File: src/rtl/cmd_transceiver_if.sv
// Host-side bus of the SD command-line transceiver: command request, serial CMD line and status.
interface cmd_transceiver_if;
  logic         new_cmd;
  logic [5:0]   cmd_index;
  logic [31:0]  cmd_arg;
  logic [1:0]   resp_type;
  logic         cmd_from_sd;
  logic         cmd_to_sd;
  logic         cmd_to_sd_oe;
  logic         cmd_busy;
  logic         cmd_complete;
  logic         timeout_error;
  logic         crc_error;
  logic         end_bit_error;
  logic         index_error;
  logic [127:0] response_status;

  modport master (
    output new_cmd, cmd_index, cmd_arg, resp_type, cmd_from_sd,
    input  cmd_to_sd, cmd_to_sd_oe, cmd_busy, cmd_complete,
           timeout_error, crc_error, end_bit_error, index_error, response_status
  );

  modport slave (
    input  new_cmd, cmd_index, cmd_arg, resp_type, cmd_from_sd,
    output cmd_to_sd, cmd_to_sd_oe, cmd_busy, cmd_complete,
           timeout_error, crc_error, end_bit_error, index_error, response_status
  );
endinterface

File: src/rtl/cmd_transceiver.sv
// SD CMD-line transceiver: serialises a 48-bit command with CRC7, then waits for,
// receives and checks a 48- or 136-bit response. One bit per rising CLK edge.
module cmd_transceiver #(
  parameter int unsigned TIMEOUT_CYCLES = 64,
  parameter int unsigned NCR_MIN        = 2
) (
  input logic          CLK,
  input logic          reset,
  cmd_transceiver_if.slave bus
);

  localparam int unsigned FRAME_LEN = 48;
  localparam int unsigned LONG_LEN  = 136;
  localparam int unsigned WAIT_SPAN = NCR_MIN + TIMEOUT_CYCLES;
  localparam int unsigned CNT_MAX   = (WAIT_SPAN > LONG_LEN) ? WAIT_SPAN : LONG_LEN;
  localparam int unsigned CNT_W     = $clog2(CNT_MAX + 1);

  localparam logic [2:0] ST_IDLE      = 3'd0;
  localparam logic [2:0] ST_SEND      = 3'd1;
  localparam logic [2:0] ST_WAIT_RESP = 3'd2;
  localparam logic [2:0] ST_RECV      = 3'd3;
  localparam logic [2:0] ST_CHECK     = 3'd4;

  localparam logic [1:0] RT_NONE  = 2'b00;
  localparam logic [1:0] RT_SHORT = 2'b01;
  localparam logic [1:0] RT_LONG  = 2'b10;

  logic [2:0]       state,        state_d;
  logic [CNT_W-1:0] cnt,          cnt_d;
  logic [5:0]       idx_q,        idx_d;
  logic [1:0]       type_q,       type_d;
  logic [47:0]      tx_sr,        tx_sr_d;
  logic [127:0]     rx_sr,        rx_sr_d;
  logic             cmd_to_sd_q,  cmd_to_sd_d;
  logic             oe_q,         oe_d;
  logic             busy_q,       busy_d;
  logic             complete_q,   complete_d;
  logic             timeout_q,    timeout_d;
  logic             crc_q,        crc_d;
  logic             end_q,        end_d;
  logic             index_q,      index_d;
  logic [127:0]     status_q,     status_d;

  logic [47:0]      tx_frame;
  logic [39:0]      tx_msg;
  logic [6:0]       tx_crc;
  logic [6:0]       rx_crc_short;
  logic [6:0]       rx_crc_long;
  logic [CNT_W-1:0] rx_last;

  // One serial step of CRC7, generator x^7 + x^3 + 1.
  function automatic logic [6:0] crc7_step(input logic [6:0] c, input logic b);
    logic fb;
    fb = c[6] ^ b;
    return {c[5:3], c[2] ^ fb, c[1:0], fb};
  endfunction

  // CRCs: command from live inputs (used only at acceptance), responses from the shift register.
  always_comb begin
    tx_msg = {2'b01, bus.cmd_index, bus.cmd_arg};
    tx_crc = 7'd0;
    for (int i = 39; i >= 0; i--) tx_crc = crc7_step(tx_crc, tx_msg[i]);
    rx_crc_short = 7'd0;
    for (int i = 39; i >= 0; i--) rx_crc_short = crc7_step(rx_crc_short, rx_sr[8+i]);
    rx_crc_long = 7'd0;
    for (int i = 119; i >= 0; i--) rx_crc_long = crc7_step(rx_crc_long, rx_sr[8+i]);
    tx_frame = {tx_msg, tx_crc, 1'b1};
    rx_last  = (type_q == RT_LONG) ? CNT_W'(LONG_LEN - 1) : CNT_W'(FRAME_LEN - 1);
  end

  always_comb begin
    state_d     = state;
    cnt_d       = cnt;
    idx_d       = idx_q;
    type_d      = type_q;
    tx_sr_d     = tx_sr;
    rx_sr_d     = rx_sr;
    cmd_to_sd_d = cmd_to_sd_q;
    oe_d        = oe_q;
    busy_d      = busy_q;
    complete_d  = 1'b0;
    timeout_d   = timeout_q;
    crc_d       = crc_q;
    end_d       = end_q;
    index_d     = index_q;
    status_d    = status_q;

    case (state)
      ST_IDLE: begin
        cmd_to_sd_d = 1'b1;
        oe_d        = 1'b0;
        busy_d      = 1'b0;
        cnt_d       = '0;
        if (bus.new_cmd) begin
          idx_d       = bus.cmd_index;
          type_d      = bus.resp_type;
          cmd_to_sd_d = tx_frame[47];
          tx_sr_d     = {tx_frame[46:0], 1'b0};
          oe_d        = 1'b1;
          busy_d      = 1'b1;
          timeout_d   = 1'b0;
          crc_d       = 1'b0;
          end_d       = 1'b0;
          index_d     = 1'b0;
          cnt_d       = CNT_W'(1);
          state_d     = ST_SEND;
        end
      end

      // cnt counts bits already placed on the line.
      ST_SEND: begin
        if (cnt == CNT_W'(FRAME_LEN)) begin
          cmd_to_sd_d = 1'b1;
          oe_d        = 1'b0;
          cnt_d       = '0;
          if (type_q == RT_NONE) begin
            complete_d = 1'b1;
            busy_d     = 1'b0;
            state_d    = ST_IDLE;
          end else begin
            state_d = ST_WAIT_RESP;
          end
        end else begin
          cmd_to_sd_d = tx_sr[47];
          tx_sr_d     = {tx_sr[46:0], 1'b0};
          cnt_d       = cnt + CNT_W'(1);
        end
      end

      // First NCR_MIN edges are turnaround; the rest are timeout-bounded start-bit samples.
      ST_WAIT_RESP: begin
        if (cnt < CNT_W'(NCR_MIN)) begin
          cnt_d = cnt + CNT_W'(1);
        end else if (!bus.cmd_from_sd) begin
          rx_sr_d = '0;
          cnt_d   = CNT_W'(1);
          state_d = ST_RECV;
        end else if (cnt == CNT_W'(WAIT_SPAN - 1)) begin
          timeout_d  = 1'b1;
          complete_d = 1'b1;
          busy_d     = 1'b0;
          cnt_d      = '0;
          state_d    = ST_IDLE;
        end else begin
          cnt_d = cnt + CNT_W'(1);
        end
      end

      ST_RECV: begin
        rx_sr_d = {rx_sr[126:0], bus.cmd_from_sd};
        cnt_d   = cnt + CNT_W'(1);
        if (cnt == rx_last) begin
          cnt_d   = '0;
          state_d = ST_CHECK;
        end
      end

      ST_CHECK: begin
        if (type_q == RT_LONG) begin
          status_d = {8'h00, rx_sr[127:8]};
          crc_d    = (rx_sr[7:1] != rx_crc_long);
        end else begin
          status_d = {96'h0, rx_sr[39:8]};
          if (type_q == RT_SHORT) begin
            crc_d   = (rx_sr[7:1] != rx_crc_short);
            index_d = (rx_sr[45:40] != idx_q);
          end
        end
        end_d      = ~rx_sr[0];
        complete_d = 1'b1;
        busy_d     = 1'b0;
        state_d    = ST_IDLE;
      end

      default: begin
        cmd_to_sd_d = 1'b1;
        oe_d        = 1'b0;
        busy_d      = 1'b0;
        cnt_d       = '0;
        state_d     = ST_IDLE;
      end
    endcase
  end

  always_ff @(posedge CLK or posedge reset) begin
    if (reset) begin
      state       <= ST_IDLE;
      cnt         <= '0;
      idx_q       <= '0;
      type_q      <= '0;
      tx_sr       <= '0;
      rx_sr       <= '0;
      cmd_to_sd_q <= 1'b1;
      oe_q        <= 1'b0;
      busy_q      <= 1'b0;
      complete_q  <= 1'b0;
      timeout_q   <= 1'b0;
      crc_q       <= 1'b0;
      end_q       <= 1'b0;
      index_q     <= 1'b0;
      status_q    <= '0;
    end else begin
      state       <= state_d;
      cnt         <= cnt_d;
      idx_q       <= idx_d;
      type_q      <= type_d;
      tx_sr       <= tx_sr_d;
      rx_sr       <= rx_sr_d;
      cmd_to_sd_q <= cmd_to_sd_d;
      oe_q        <= oe_d;
      busy_q      <= busy_d;
      complete_q  <= complete_d;
      timeout_q   <= timeout_d;
      crc_q       <= crc_d;
      end_q       <= end_d;
      index_q     <= index_d;
      status_q    <= status_d;
    end
  end

  assign bus.cmd_to_sd       = cmd_to_sd_q;
  assign bus.cmd_to_sd_oe    = oe_q;
  assign bus.cmd_busy        = busy_q;
  assign bus.cmd_complete    = complete_q;
  assign bus.timeout_error   = timeout_q;
  assign bus.crc_error       = crc_q;
  assign bus.end_bit_error   = end_q;
  assign bus.index_error     = index_q;
  assign bus.response_status = status_q;

endmodule

File: src/flat_wrapper.sv
// flat-port wrapper written by rule: the top's interface ports become plain ports
module cmd_transceiver_flat 
#(
  parameter int unsigned TIMEOUT_CYCLES = 64,
  parameter int unsigned NCR_MIN        = 2
)
  (CLK, reset, bus_new_cmd, bus_cmd_index, bus_cmd_arg, bus_resp_type, bus_cmd_from_sd, bus_cmd_to_sd, bus_cmd_to_sd_oe, bus_cmd_busy, bus_cmd_complete, bus_timeout_error, bus_crc_error, bus_end_bit_error, bus_index_error, bus_response_status);
  cmd_transceiver_if bus_i ();
  input logic CLK;
  input logic reset;
  input wire logic [$bits(bus_i.new_cmd)-1:0] bus_new_cmd;
  input wire logic [$bits(bus_i.cmd_index)-1:0] bus_cmd_index;
  input wire logic [$bits(bus_i.cmd_arg)-1:0] bus_cmd_arg;
  input wire logic [$bits(bus_i.resp_type)-1:0] bus_resp_type;
  input wire logic [$bits(bus_i.cmd_from_sd)-1:0] bus_cmd_from_sd;
  output wire logic [$bits(bus_i.cmd_to_sd)-1:0] bus_cmd_to_sd;
  output wire logic [$bits(bus_i.cmd_to_sd_oe)-1:0] bus_cmd_to_sd_oe;
  output wire logic [$bits(bus_i.cmd_busy)-1:0] bus_cmd_busy;
  output wire logic [$bits(bus_i.cmd_complete)-1:0] bus_cmd_complete;
  output wire logic [$bits(bus_i.timeout_error)-1:0] bus_timeout_error;
  output wire logic [$bits(bus_i.crc_error)-1:0] bus_crc_error;
  output wire logic [$bits(bus_i.end_bit_error)-1:0] bus_end_bit_error;
  output wire logic [$bits(bus_i.index_error)-1:0] bus_index_error;
  output wire logic [$bits(bus_i.response_status)-1:0] bus_response_status;
  assign bus_i.new_cmd = bus_new_cmd;
  assign bus_i.cmd_index = bus_cmd_index;
  assign bus_i.cmd_arg = bus_cmd_arg;
  assign bus_i.resp_type = bus_resp_type;
  assign bus_i.cmd_from_sd = bus_cmd_from_sd;
  assign bus_cmd_to_sd = bus_i.cmd_to_sd;
  assign bus_cmd_to_sd_oe = bus_i.cmd_to_sd_oe;
  assign bus_cmd_busy = bus_i.cmd_busy;
  assign bus_cmd_complete = bus_i.cmd_complete;
  assign bus_timeout_error = bus_i.timeout_error;
  assign bus_crc_error = bus_i.crc_error;
  assign bus_end_bit_error = bus_i.end_bit_error;
  assign bus_index_error = bus_i.index_error;
  assign bus_response_status = bus_i.response_status;
  cmd_transceiver #(.TIMEOUT_CYCLES(TIMEOUT_CYCLES), .NCR_MIN(NCR_MIN)) u_core (.CLK(CLK), .reset(reset), .bus(bus_i));
endmodule
File: config.mk
export PLATFORM = sky130hd
export DESIGN_NAME = cmd_transceiver_flat
export DESIGN_NICKNAME = d
export VERILOG_FILES = /design/src/rtl/cmd_transceiver_if.sv /design/src/rtl/cmd_transceiver.sv /design/src/flat_wrapper.sv
export SDC_FILE = /design/constraint.sdc
export NUM_CORES = 1
export LEC_CHECK = 0
export ABC_AREA = 1
export ABC_CLOCK_PERIOD_IN_PS = 20000
export BUFFER_PORTS_ARGS = -buffer_cell sky130_fd_sc_hd__buf_2
export CORE_ASPECT_RATIO = 0.75
export CORE_MARGIN = 4
export CORE_UTILIZATION = 45
export DETAILED_ROUTE_END_ITERATION = 16
export PLACE_DENSITY = 0.62
export SLEW_MARGIN = 20
export SYNTH_ARGS = -nofsm -noshare
export SYNTH_HDL_FRONTEND = slang
export SYNTH_SLANG_ARGS = --single-unit
File: constraint.sdc
create_clock -name CLK -period 20 [get_ports CLK]
set_input_delay 0 -clock CLK [delete_from_list [all_inputs] [get_ports CLK]]
set_output_delay 0 -clock CLK [all_outputs]
set_load 0.02 [all_outputs]
==> metrics.cfg <==
[critical_path]
critPathMaxStageDelay_ns = 0.39
required_ns = 20.43
crit_fanout = 5
worstSetupEndpointType = flop
r2r-start = u_core.rx_sr[120]
critical_path_class = reg -> reg
cpMostUsedCell = nand2_1
cp_data_arrival_time_ns = 7.64
worst_setup_path_start_kind = flop
cp-startpoint = u_core.rx_sr[120]
slowest_stage = dfrtp_1
ff2ff_path_depth = 69

[yosys]
synth_common_cells = nand2_1, dfrtp_1, nand3_1
synthArstFlopShare = 1.00
synth_cells = 2388
seq_area_frac_synth = 0.431
ys_warn_count = 0
synth_area_leaders = dfrtp_1, nand2_1, nand3_1, nand2_2, o21ai_0
synth_area_um2 = 18700
ys.flop_type = dfrtp_1
synth_top_area_share = 0.430
synth-edff-count = 0
synth.most_common_cell = nand2_1
synth_cell_types = 43
synth_top_area_cell = dfrtp_1
ys_ff_latch = 322
syn_area_per_cell_um2 = 7.82

[detailed_routing]
wire_per_inst_um = 16.1
drt_iter0_drc = 1168
drc = 0
drt-pass1-iter-count = 6
ant_nets = 0
wirelength_um = 51000
vias = 16600
avgViaCountPerCell = 5.26

[clock_tree]
clk_latency_ns = 0.53
cts-root-buf = clkbuf_16
cts_setup_buffers = 0
tritoncts = done
cts_buffers = 35
clock_sinks = 322
cts-resized-gates = 0
htreeDepth = 2
clock_path_buffers = 3
clk_pin_slew_ns = 0.06

[grt]
grt_max_degree = 117
grtUsageTotal = 0.227
grt_pass1_vias = 16100
antenna_found_initial = 1
overflow = 0
grt_pass1_wl_um = 84100

[final_layout]
fillers = 3877
seqCellArea_um2 = 8060
final_nets = 2622
n_antenna_cell = 0
syn_to_final_growth_pct = 16.1
multi_input_area_um2 = 9250
fin_util = 0.530
drive_gt1_frac = 0.203
fin_area_um2 = 21700

[die]
die_area_um2 = 44900
core_area_um2 = 40900
start_util = 0.457
ioPinCount = 180
num_rows = 64
fp.dieW_um = 243
fp.dieH_um = 184

[run]
cap_violations = 0

[timing]
worstMarginPinSlew_ns = 0.985
max_freq_mhz = 139
slew_headroom = 0.343
finalSetupTns_ns = 0
clock-skew-final_ns = 0.0197
final_max_slew_viol_count = 0
rsz0062_at_grt = no
final_hold_viol_count = 0
setup_viol_count_final = 0
period_minus_slack_ns = 7.22
timing.final.crit_share = 0.361

[place]
place_area_um2 = 20000
port_buffers = 171
place_congestion = 0.945
place_hpwl_um = 36600

[power]
leakagePower_nw = 11.6
vdd_drop_max_v = 0.0000919
pwr_density_cell_nw_per_um2 = 77.7

[min_path]
hold_path_class = in -> async

[status]
status = completed

[metrics by stage]
stage	setup WS, ns	power, mW	hold WS (ns)	instances
floorplan	11.09	0.956	0.117	2395
finish	12.78	1.68	0.175	3162
global route	11.82	1.77	0.239	3162
detailed placement	12.94	1.01	0.227	3056
CTS	12.90	1.71	0.200	3162
global placement	13.05	1.01	0.219	3056
[power breakdown]
group	total, mW	internal, mW	switching [mW]	leakage, nW
clock	0.687	0.411	0.276	0.579
sequential	0.653	0.653	0.000815	3.78
combinational	0.345	0.161	0.184	7.29
total	1.68	1.22	0.460	11.6
[repair_timing]
action,in CTS,in global routing
hold endpoints to repair,166,0
hold buffers,43,0
endpoints found under the setup margin,0,0
[cell usage in the layout (no fill, tap or decap), types with 24 or more instances in the layout]
cell type / n
nand2_4: 31
o21ai_0: 188
inv_2: 46
nor2_1: 24
xor2_1: 90
o211ai_1: 38
dfrtp_1: 321
inv_1: 234
nand2_1: 637
nand3_2: 42
buf_2: 171
nand3_1: 246
xnor2_1: 62
o22ai_1: 134
clkbuf_16: 36
dlygate4sd3_1: 43
nand2_2: 157
[routing by layer]
| layer | track usage | wire length, um |
|---|---|---|
| met2 | 0.346 | 21900 |
| met3 | 0.0365 | 3200 |
| met1 | 0.342 | 24900 |
| met4 | 0.0498 | 998 |
| met5 | 0 | 0 |
[worst paths after layout]
check / to / slack (ns)
setup / recovery: u_core.bus.crc_error / 12.78
hold / removal: u_core.bus.response_status[114] / 0.17
setup reg to reg: u_core.bus.crc_error / 12.78
hold reg to reg: u_core.bus.end_bit_error / 0.47
max in group asynchronous: u_core.rx_sr[37] / 18.31
min in group CLK: u_core.type_q[1] / 0.22
[kinds of logic after synthesis]
family / Yosys count / synth area share
buf+inv: 368 / 0.0761
compound gates: 382 / 0.118
fa+ha+maj: 3 / 0.00201
other cells: 1 / 0.000201
flops: 322 / 0.431
simple gates: 1159 / 0.300
xor+xnor: 153 / 0.0721
[worst max-delay path, delay by kind of cell (launching register included)]
family | cells | cell delay, ns
AND/OR/NAND/NOR | 63 | 6.00
buffers and inverters | 5 | 0.44
flip-flops | 1 | 0.39
XOR/XNOR | 1 | 0.23
[sequential cells by signal, summed over array words and instances (netlist names)]
name,cells
u_core.bus.cmd_busy,1
u_core.bus.cmd_complete,1
u_core.bus.cmd_to_sd,1
u_core.bus.cmd_to_sd_oe,1
u_core.bus.crc_error,1
u_core.bus.end_bit_error,1
u_core.bus.index_error,1
u_core.bus.response_status,120
u_core.bus.timeout_error,1
u_core.cnt,8
u_core.idx_q,6
u_core.rx_sr,128
u_core.state,3
u_core.tx_sr,47
u_core.type_q,2
[layout make-up]
type,instances,area share
Clock buffer,50,0.0472
Clock inverter,13,0.00888
Inverter,286,0.0501
Multi-Input combinational cell,1705,0.427
Sequential cell,322,0.372
Tap cell,561,0.0324
Timing Repair Buffer,225,0.0633
No activity file was read; power rests on OpenSTA's default activity.
